## config.mk

```make
export PLATFORM = sky130hd
export DESIGN_NAME = vga_sig_gen
export DESIGN_NICKNAME = d
export VERILOG_FILES = /design/src/rtl/vga_sig_gen.sv
export SDC_FILE = /design/constraint.sdc
export NUM_CORES = 1
export LEC_CHECK = 0
export ABC_AREA = 0
export CAP_MARGIN = 20
export CORE_MARGIN = 3
export CORE_UTILIZATION = 45
export DETAILED_ROUTE_END_ITERATION = 6
export GPL_ROUTABILITY_DRIVEN = 0
export HOLD_SLACK_MARGIN = 0.05
export PLACE_DENSITY = 0.73
export SYNTH_ARGS = -nofsm -noshare
export SYNTH_HDL_FRONTEND = slang
export SYNTH_SLANG_ARGS = --single-unit
```

## constraint.sdc

```tcl
create_clock -name clk -period 2.6 [get_ports clk]
set_input_delay 0.52 -clock clk [delete_from_list [all_inputs] [get_ports clk]]
set_output_delay 0.52 -clock clk [all_outputs]
set_load 0.005 [all_outputs]
```

## src/rtl/vga_sig_gen.sv

```systemverilog
// vga_sig_gen: VGA 640x480@60 timing generator and 1-bit frame-buffer pixel fetcher.
// Ports: clk, reset (sync, active-high), config_colours {fg,bg}, vga_data (port B pixel)
//        -> vga_addr {Y[6:0],X[7:0]}, vga_hs/vga_vs (active low), vga_colour, frame_tick.
// Outputs lag the counters by one pixel period; vga_addr is re-registered every clk.
module vga_sig_gen #(
  parameter int CLK_DIV = 4,
  parameter int H_DISP  = 640,
  parameter int H_FP    = 16,
  parameter int H_SYNC  = 96,
  parameter int H_BP    = 48,
  parameter int V_DISP  = 480,
  parameter int V_FP    = 10,
  parameter int V_SYNC  = 2,
  parameter int V_BP    = 33
) (
  input  logic        clk,
  input  logic        reset,
  input  logic [15:0] config_colours,
  input  logic        vga_data,
  output logic [14:0] vga_addr,
  output logic        vga_hs,
  output logic        vga_vs,
  output logic [7:0]  vga_colour,
  output logic        frame_tick
);

  localparam int H_TOT = H_DISP + H_FP + H_SYNC + H_BP;
  localparam int V_TOT = V_DISP + V_FP + V_SYNC + V_BP;
  localparam int DW    = (CLK_DIV > 1) ? $clog2(CLK_DIV) : 1;

  localparam logic [9:0] H_LAST   = 10'(H_TOT - 1);
  localparam logic [9:0] V_LAST   = 10'(V_TOT - 1);
  localparam logic [9:0] HS_START = 10'(H_DISP + H_FP);
  localparam logic [9:0] HS_END   = 10'(H_DISP + H_FP + H_SYNC);
  localparam logic [9:0] VS_START = 10'(V_DISP + V_FP);
  localparam logic [9:0] VS_END   = 10'(V_DISP + V_FP + V_SYNC);
  localparam logic [9:0] H_VIS    = 10'(H_DISP);
  localparam logic [9:0] V_VIS    = 10'(V_DISP);
  localparam logic [DW-1:0] DIV_LAST = DW'(CLK_DIV - 1);

  logic [DW-1:0] div;
  logic [9:0]    hcount;
  logic [9:0]    vcount;
  logic          pix_tick;
  logic          h_last;
  logic          v_last;
  logic          hs_raw;
  logic          vs_raw;
  logic          disp_raw;
  logic [7:0]    pix_colour;

  assign pix_tick = (div == DIV_LAST);
  assign h_last   = (hcount == H_LAST);
  assign v_last   = (vcount == V_LAST);

  assign hs_raw   = !((hcount >= HS_START) && (hcount < HS_END));
  assign vs_raw   = !((vcount >= VS_START) && (vcount < VS_END));
  assign disp_raw = (hcount < H_VIS) && (vcount < V_VIS);

  // vga_data belongs to the address derived from the current counters: the
  // address is registered one clk after the counters move and port B answers
  // one clk later, so by the next pix_tick it has been stable for CLK_DIV-2 clks.
  assign pix_colour = vga_data ? config_colours[15:8] : config_colours[7:0];

  // Pixel-rate divider.
  always_ff @(posedge clk) begin
    if (reset) begin
      div <= '0;
    end else if (pix_tick) begin
      div <= '0;
    end else begin
      div <= div + DW'(1);
    end
  end

  // Raster counters; vcount advances only when hcount wraps.
  always_ff @(posedge clk) begin
    if (reset) begin
      hcount <= '0;
      vcount <= '0;
    end else if (pix_tick) begin
      if (h_last) begin
        hcount <= '0;
        vcount <= v_last ? 10'd0 : vcount + 10'd1;
      end else begin
        hcount <= hcount + 10'd1;
      end
    end
  end

  // Each frame-buffer cell covers a 4x4 block of screen pixels. Not forced in
  // blanking: colour is blanked instead, so the fetched value is ignored there.
  always_ff @(posedge clk) begin
    if (reset) begin
      vga_addr <= '0;
    end else begin
      vga_addr <= {vcount[8:2], hcount[9:2]};
    end
  end

  // One-pixel delay stage. Syncs and colour are captured on the same
  // pix_tick from the same counter values, so they remain mutually aligned
  // and hold steady for a full pixel period (no mid-pixel glitches when
  // config_colours or vga_data move between ticks).
  always_ff @(posedge clk) begin
    if (reset) begin
      vga_hs     <= 1'b1;
      vga_vs     <= 1'b1;
      vga_colour <= 8'h00;
    end else if (pix_tick) begin
      vga_hs     <= hs_raw;
      vga_vs     <= vs_raw;
      vga_colour <= disp_raw ? pix_colour : 8'h00;
    end
  end

  // Pulses in the clk after both counters wrap, so a reset (counters already
  // at zero) never produces a spurious tick for a partial frame.
  always_ff @(posedge clk) begin
    if (reset) begin
      frame_tick <= 1'b0;
    end else begin
      frame_tick <= pix_tick && h_last && v_last;
    end
  end

endmodule

```

# After elaboration in Yosys (flattened, before gate mapping)
# Cells that the tools add are included.
[totals] elab_cells=33 n_memories=0 ramBits=0 ff_bits=48 latch_bits=0 mem_bits_ro=0
[classes] n_addsub=3 multipliers=0 order_cmp=6 n_eq_ne=3 n_reduce_logical=9 div_mod_pow=0 bitwise_logic=0 muxes=4 shifts=0
[op_table] cell="$add 10x1->10 const B" n=2
[op_table] cell="$eq 10x10->1 const B" n=2
[op_table] cell="$lt 10x10->1 const B" n=2
[op_table] cell="$lt 10x9->1 const B" n=2
[op_table] cell="$mux 10" n=2
[op_table] cell="$mux 8" n=2
[op_table] cell="$ge 10x10->1 const B" n=1
[op_table] cell="$ge 10x9->1 const B" n=1
[op_table] cell="$logic_and 1x1->1" n=5
[op_table] cell="$add 2x1->2 const B" n=1
[op_table] cell="$eq 2x2->1 const B" n=1
[op_table] cell="$logic_not 1->1" n=2
[op_table] cell="$reduce_and 2->1" n=1
[op_table] cell="$reduce_or 2->1" n=1

# Longest topological paths before layout
# Gate-level depths: netlist of run 1.
[logic_depth] ltp_word=3 depth_mapped=6 ltp_nobuf=6

# Least setup slack after synthesis of run 1
# OpenSTA, ideal clock, no wires.
[synth_timing] path_kind="register to register" start="register div[0]" end="register vcount[6]" path_slack_ns=0.468 period_less_slack_ns=2.132 stages_incl_launch_ff=7 n_path_buf=1 setup_ns=0.068 required_time_ns=2.532 t_arrival_ns=2.064 cell_sequence="dfxtp_1 -> ha_1 -> or4b_4 -> or3_1 -> buf_2 -> or4_4 -> a21oi_2"
[synth_via] elab_chain_len=2
[synth_lines] element="start: declaration" line="41" text="logic [DW-1:0] div;"
[synth_lines] element="start signal: assignment" line="72" text="div <= div + DW'(1);"
[synth_lines] element="$eq 2x2->1" line="52" text="assign pix_tick = (div == DIV_LAST);"
[synth_lines] element="$reduce_and 2->1 (no source line)"
[synth_lines] element="end signal: assignment" line="84" text="vcount <= v_last ? 10'd0 : vcount + 10'd1;"
[synth_lines] element="end: declaration" line="43" text="logic [9:0] vcount;"
# Every way passes these cells.
# A chain may end at the register's enable or synchronous reset.

# Worst setup path after layout of run 1
[layout_timing] start="register div[0]" end="register vcount[0]"
# The elaborated chain is that of the path after synthesis.

==> results by group, run 1 <==
Floorplan
  – Num ports: 45
  – Core area: 4058 um2
  – Die Y: 71.27 um
  – Die area: 5079 um2
  – Die X: 71.27 um
  – Initial Util: 47.24%
  – Std-Cell Rows: 23

Critical path
  – Slowest cell on the critical path: o21ai_1
  – Critical R2R Launch: div[0]
  – Arrival time of the worst setup path: 2.36 ns
  – Startpoint Class: flop
  – Top cell family by delay on the critical path: simple AND/OR/NAND/NOR gates
  – CP Launch Point: div[0]
  – CP Cell Sequence: ha_1, or4b_4, or3_1, o21ai_1, nor2_1
  – Critical path fanouts, max: 7
  – Largest stage delay, worst path: 0.52 ns
  – Worst setup EP type: flop
  – Crit Path Category: reg -> reg
  – CP bufs+invs: 0
  – Worst Path Required: 2.77 ns

Detailed routing
  – DRT antenna net count: 0
  – Via count: 1,534
  – 1st-pass router iterations: 4
  – DRC violations left: 0
  – Final wirelength: 3729 um
  – Via density per instance: 5.113
  – Routed length per instance: 12.43 um
  – Detailed Route Iter0 Violations: 75

Yosys
  – Top cell type's share of synthesized area: 50.13%
  – Register area share after synthesis: 50.13%
  – Ys Warns: 0
  – Largest cells by area after synthesis: dfxtp_1 (50%), nor2b_1 (5.2%), mux2i_1 (4.7%)
  – Mean area per synthesized cell: 9.489 um2
  – Cell variety after synth: 35
  – Most frequent cell after synthesis: dfxtp_1
  – Cells after Synth: 202
  – Mapped Nets: 227
  – Prevailing post-synth register cell: dfxtp_1
  – Post-synthesis cell area: 1917 um2
  – #FFs+latches synth: 48
  – Synth cell count leaders: dfxtp_1 (48), nand2_1 (17), nor2_1 (17)
  – Leading area contributor after synthesis: dfxtp_1
  – Number of synthesized flops with an enable pin: 0
  – Asr flop ratio synth: 0%

Clock network
  – CTS tree: done
  – Clock Sinks: 48
  – Max Buffers Root-to-Sink: 2
  – H-tree Lvls: 2
  – Root Buffer: clkbuf_8
  – CTS buffer count: 5
  – CTS hold repair buffers: 0
  – Clock transition at path regs: 0.08 ns
  – Post-CTS Setup Inserts: 0
  – CTS resizes: 0
  – Clock Latency Late Sink: 0.30 ns

Global route
  – Grt total ovfl: 0
  – Initial antenna violation count: 0
  – Via count of the first global-routing pass: 1,408
  – GRT Total Usage: 15.65%
  – First-pass GRT wire length: 6403 um
  – Largest net degree at the start of global routing: 15

Pwr
  – Pleak: 0.9256 nW
  – Internal power: 0.001133 W
  – Sequential power share: 53.2%
  – Sw Pwr: 0.0002771 W
  – Switching share of power: 19.65%
  – Clock network fraction of total power: 40.8%
  – PwrDens: 555.0 nW/um2
  – Pwr Total: 0.001410 W
  – Largest vdd supply drop: 0.0002825 V
  – Comb pwr share: 6.0%

STA
  – Actual slew at the worst max-slew pin: 0.5802 ns
  – Final worst-path cycle share: 84.20%
  – Slew Limit Fails: 0
  – RSZ-0062 raised after global routing: false
  – Clk_skew: 0.003875 ns
  – Sum of negative setup slack: 0 ns
  – Final Hold Fails: 0
  – Setup ws final: 0.4107 ns
  – Final setup fails: 0
  – Rel. slew slack: 61.06%
  – F_max: 456.8 MHz
  – Fin crit period: 2.189 ns

Cells and area
  – Share of cells above drive strength 1: 5.600%
  – Diodes inserted: 0
  – Syn-to-layout area delta: 32.57%
  – Nets: 274

Place
  – Dpl ws: 0.4576 ns
  – Port bufs: 44
  – Detailed Place HPWL: 2737 um

Outcome
  – Outcome: complete, no violations

Worst hold path
  – Hold crit path type: reg -> reg
  – Hold Path Origin: div[0]

Run
  – Max cap viols: 0
-- power groups by stage --
| stage | Clock [W] | Sequential [W] | Combinational [W] |
|---|---|---|---|
| floorplan | 0 | 0.000768 | 0.0000362 |
| global placement | 0 | 0.000767 | 0.0000846 |
| detailed placement | 0 | 0.000768 | 0.0000857 |
| CTS | 0.000592 | 0.000751 | 0.0000862 |
| global route | 0.000618 | 0.000753 | 0.0000942 |
| finish | 0.000575 | 0.000750 | 0.0000847 |
-- sequential cells by signal, indices dropped and copies added, names as in the netlist --
name,count
vga_colour,8
vcount,10
frame_tick,1
hcount,10
vga_vs,1
vga_addr,15
div,2
vga_hs,1
-- area by class of cell --
type / count / area (um2)
fillers: 348 / 1516
flip-flops and latches: 48 / 960.9
multi-input cells: 141 / 905.9
repair buffers: 47 / 462.9
clock buffers: 7 / 96.34
well taps: 50 / 62.56
clock inverters: 1 / 30.03
inverters: 6 / 22.52
-- cell families (layout without fill, tap and decap cells) --
logic type / count (synthesis) / in the layout / synth area share (%)
and+or+nand+nor: 90 / 90 / 25.65
AOI/OAI and AO/OA: 23 / 23 / 7.049
buffers and inverters: 13 / 61 / 2.611
DFF: 48 / 48 / 50.13
muxes: 9 / 9 / 4.700
xor gates and xnor gates: 13 / 13 / 5.940
adders and majority gates: 6 / 6 / 3.916
-- worst paths after layout --
path	to	slack (ns)	cells past startpoint
setup / recovery	vcount[0]	0.41	5
setup reg to reg	vcount[0]	0.41	5
hold / removal	div[0]	0.43	1
hold reg to reg	div[0]	0.43	1
-- metrics by stage --
stage          util, %  hold WS [ns]  instances  cell area (um2)
6_report         62.63        0.4280        300             2541
5_1_grt          62.63        0.4519        300             2541
4_1_cts          62.63        0.4343        300             2541
3_5_place_dp     59.51        0.4216        292             2415
3_3_place_gp     59.51        0.4117        292             2415
2_1_floorplan        -        0.4043        202             1917
-- cells in the final DEF (no fill, tap or decap), types with 2 or more instances in the layout --
master            n
nand3_1           6
ha_1              6
xnor2_1           6
nor2b_1          16
and4_1            3
clkdlybuf4s50_1  44
dfxtp_1          48
o31ai_1           2
mux2i_1           9
buf_4             3
or4_1             2
o21ai_0          11
or3_1             3
nand4_1           5
inv_1             6
nor4_1            3
nor3_1            8
and3_1            3
nand2_1          17
xor2_1            7
a21oi_1           5
clkbuf_8          7
nor2_1           17
-- metal layers --
| layer | vias up | wire length, um | track usage (%) |
|---|---|---|---|
| li1 | 794 | - | - |
| met1 | 687 | 1712 | 20.11 |
| met2 | 49 | 1647 | 24.69 |
| met3 | 4 | 332 | 5.891 |
| met4 | 0 | 36 | 4.384 |
| met5 | - | 0 | 0 |
No activity file was read; power rests on OpenSTA's default activity.
==> run 2, diff against run 1 <==
==> constraint.sdc (replaced) <==
create_clock -name clk -period 2.05 [get_ports clk]
set_input_delay 0.41 -clock clk [delete_from_list [all_inputs] [get_ports clk]]
set_output_delay 0.41 -clock clk [all_outputs]
set_load 0.005 [all_outputs]
==> run 2 against run 1 <==
Routed wire length rose by 5.1%. Clock skew rose by 0.0023 ns. Total power rose by 18%. Setup slack got worse by 0.36 ns. Final cell count rose by 4.0%. Combinational power rose by 37%. Critical path type unchanged. Largest cell class unchanged. Largest power group unchanged.
==> results by group, run 2 (synthesis results as in run 1) <==
Clock network
  – Post-CTS Setup Inserts: 0
  – Root Buffer: clkbuf_8
  – CTS resizes: 0
  – Clock Sinks: 48
  – CTS buffer count: 5
  – Clock transition at path regs: 0.08 ns
  – CTS hold repair buffers: 0
  – Clock Latency Late Sink: 0.30 ns
  – H-tree Lvls: 2
  – Max Buffers Root-to-Sink: 2
  – CTS tree: done

Detailed routing
  – 1st-pass router iterations: 4
  – Final wirelength: 3921 um
  – Via count: 1,621
  – Detailed Route Iter0 Violations: 103
  – DRC violations left: 0
  – Routed length per instance: 12.57 um
  – DRT antenna net count: 0
  – Via density per instance: 5.196

Critical path
  – Startpoint Class: flop
  – Critical path fanouts, max: 5
  – Worst Reg-to-Reg Cells: 5
  – R2r endpoint: vcount[8]
  – FF-to-FF setup slack: 0.05 ns
  – Crit Path Category: reg -> reg
  – Worst Path Required: 2.28 ns
  – Arrival time of the worst setup path: 2.24 ns
  – Critical R2R Launch: div[1]
  – Worst setup EP type: flop

STA
  – Clk_skew: 0.006166 ns
  – Final Hold Fails: 0
  – Actual slew at the worst max-slew pin: 0.5414 ns
  – Final setup fails: 0
  – F_max: 499.2 MHz
  – RSZ-0062 raised after global routing: false
  – Final worst-path cycle share: 97.73%
  – Fin crit period: 2.003 ns
  – Fin Hold WS: 0.4337 ns
  – Setup ws final: 0.04662 ns
  – Slew Limit Fails: 0
  – Sum of negative setup slack: 0 ns
  – Rel. slew slack: 63.78%

Place
  – Detailed Place HPWL: 2908 um
  – Port bufs: 44
  – Dpl ws: 0.04797 ns

Floorplan
  – Core area: 4058 um2
  – Die Y: 71.27 um
  – Std-Cell Rows: 23
  – Die X: 71.27 um
  – Die area: 5079 um2
  – Num ports: 45
  – Initial Util: 47.24%

Cells and area
  – Most common cell after layout, fill and taps aside: dfxtp_1
  – Nets: 287
  – Top flop regs: vga_addr x15, hcount x10, vcount x10
  – Share of cells above drive strength 1: 12.98%
  – Area occupied by multi-input gates: 939.7 um2
  – Syn-to-layout area delta: 37.99%
  – Fillcell total: 332
  – Most frequent cells in the layout: dfxtp_1 (46), clkdlybuf4s50_1 (44), nor2_1 (17), nand2_1 (17)
  – Max reg flops: 15
  – Sequential cell area: 963.4 um2
  – Largest register by flop count: vga_addr
  – Diodes inserted: 0

Global route
  – Grt total ovfl: 0
  – First-pass GRT wire length: 6706 um
  – Via count of the first global-routing pass: 1,509
  – Initial antenna violation count: 0
  – Largest net degree at the start of global routing: 14
  – GRT Total Usage: 16.11%

Worst hold path
  – Hold crit path type: reg -> reg
  – Hold Path Origin: div[0]
  – Hold Crit Endpoint: div[0]
  – Depth of the worst hold-timing path: 1

Pwr
  – Pwr Total: 0.001666 W
  – PwrDens: 629.7 nW/um2
  – Largest vdd supply drop: 0.0003364 V
  – Pleak: 0.9818 nW

Run
  – Max cap viols: 0

Outcome
  – Outcome: complete, no violations
## run 2: changes by cell type in the layout (fill, tap and decap cells not counted), moves of 2 or more
cell / change
buf_4: +13
dfxtp_1: -2
dfxtp_2: +2
or4_1: -2
or4_4: +2
## run 2: worst max-delay path, cell delays in order (launching register included)
cell	delay [ns]
dfxtp_2	0.35
ha_4	0.12
or4b_4	0.49
or4_4	0.44
or4_4	0.42
a21oi_2	0.12
## run 2: stage by stage
| stage | instances | area, um2 | utilization [%] |
|---|---|---|---|
| after floorplan | 202 | 1938 | - |
| after global placement | 305 | 2527 | 62.29 |
| after detailed placement | 305 | 2527 | 62.29 |
| after CTS | 312 | 2624 | 64.66 |
| after global routing | 312 | 2645 | 65.19 |
| final | 312 | 2645 | 65.19 |
## run 2: worst max-delay path by stage
stage	start	endpoint	slack [ns]	cells after the start
2_1_floorplan	div[1]	vcount[6]	0.02	6
3_3_place_gp	div[1]	vcount[6]	0.07	5
3_5_place_dp	div[1]	vcount[8]	0.05	5
4_1_cts	div[1]	vcount[8]	0.02	5
5_1_grt	div[0]	vcount[8]	0.01	5
6_report	div[1]	vcount[8]	0.05	5
## run 2: final cells by class
class                           instances  area share (%)
Multi-Input combinational cell        141           35.53
Inverter                                6          0.8515
Tap cell                               50           2.365
Clock buffer                            7           3.642
Timing Repair Buffer                   60           21.19
Sequential cell                        48           36.42
## run 2: where the power goes
part           internal [W]  switching [W]  total [W]
sequential         0.000946     0.00000840   0.000954
combinational     0.0000684      0.0000474   0.000116
clock              0.000301       0.000295   0.000595
total               0.00132       0.000351    0.00167
## run 2: per-layer routing
metal | vias up | wire (um) | global-route usage [%] | part of all wire, %
met5 | - | 0 | 0 | 0
met4 | 0 | 44 | 4.384 | 1.1
met3 | 5 | 288 | 3.927 | 7.3
met2 | 52 | 1809 | 25.61 | 46
met1 | 748 | 1779 | 21.93 | 45
li1 | 816 | - | - | -
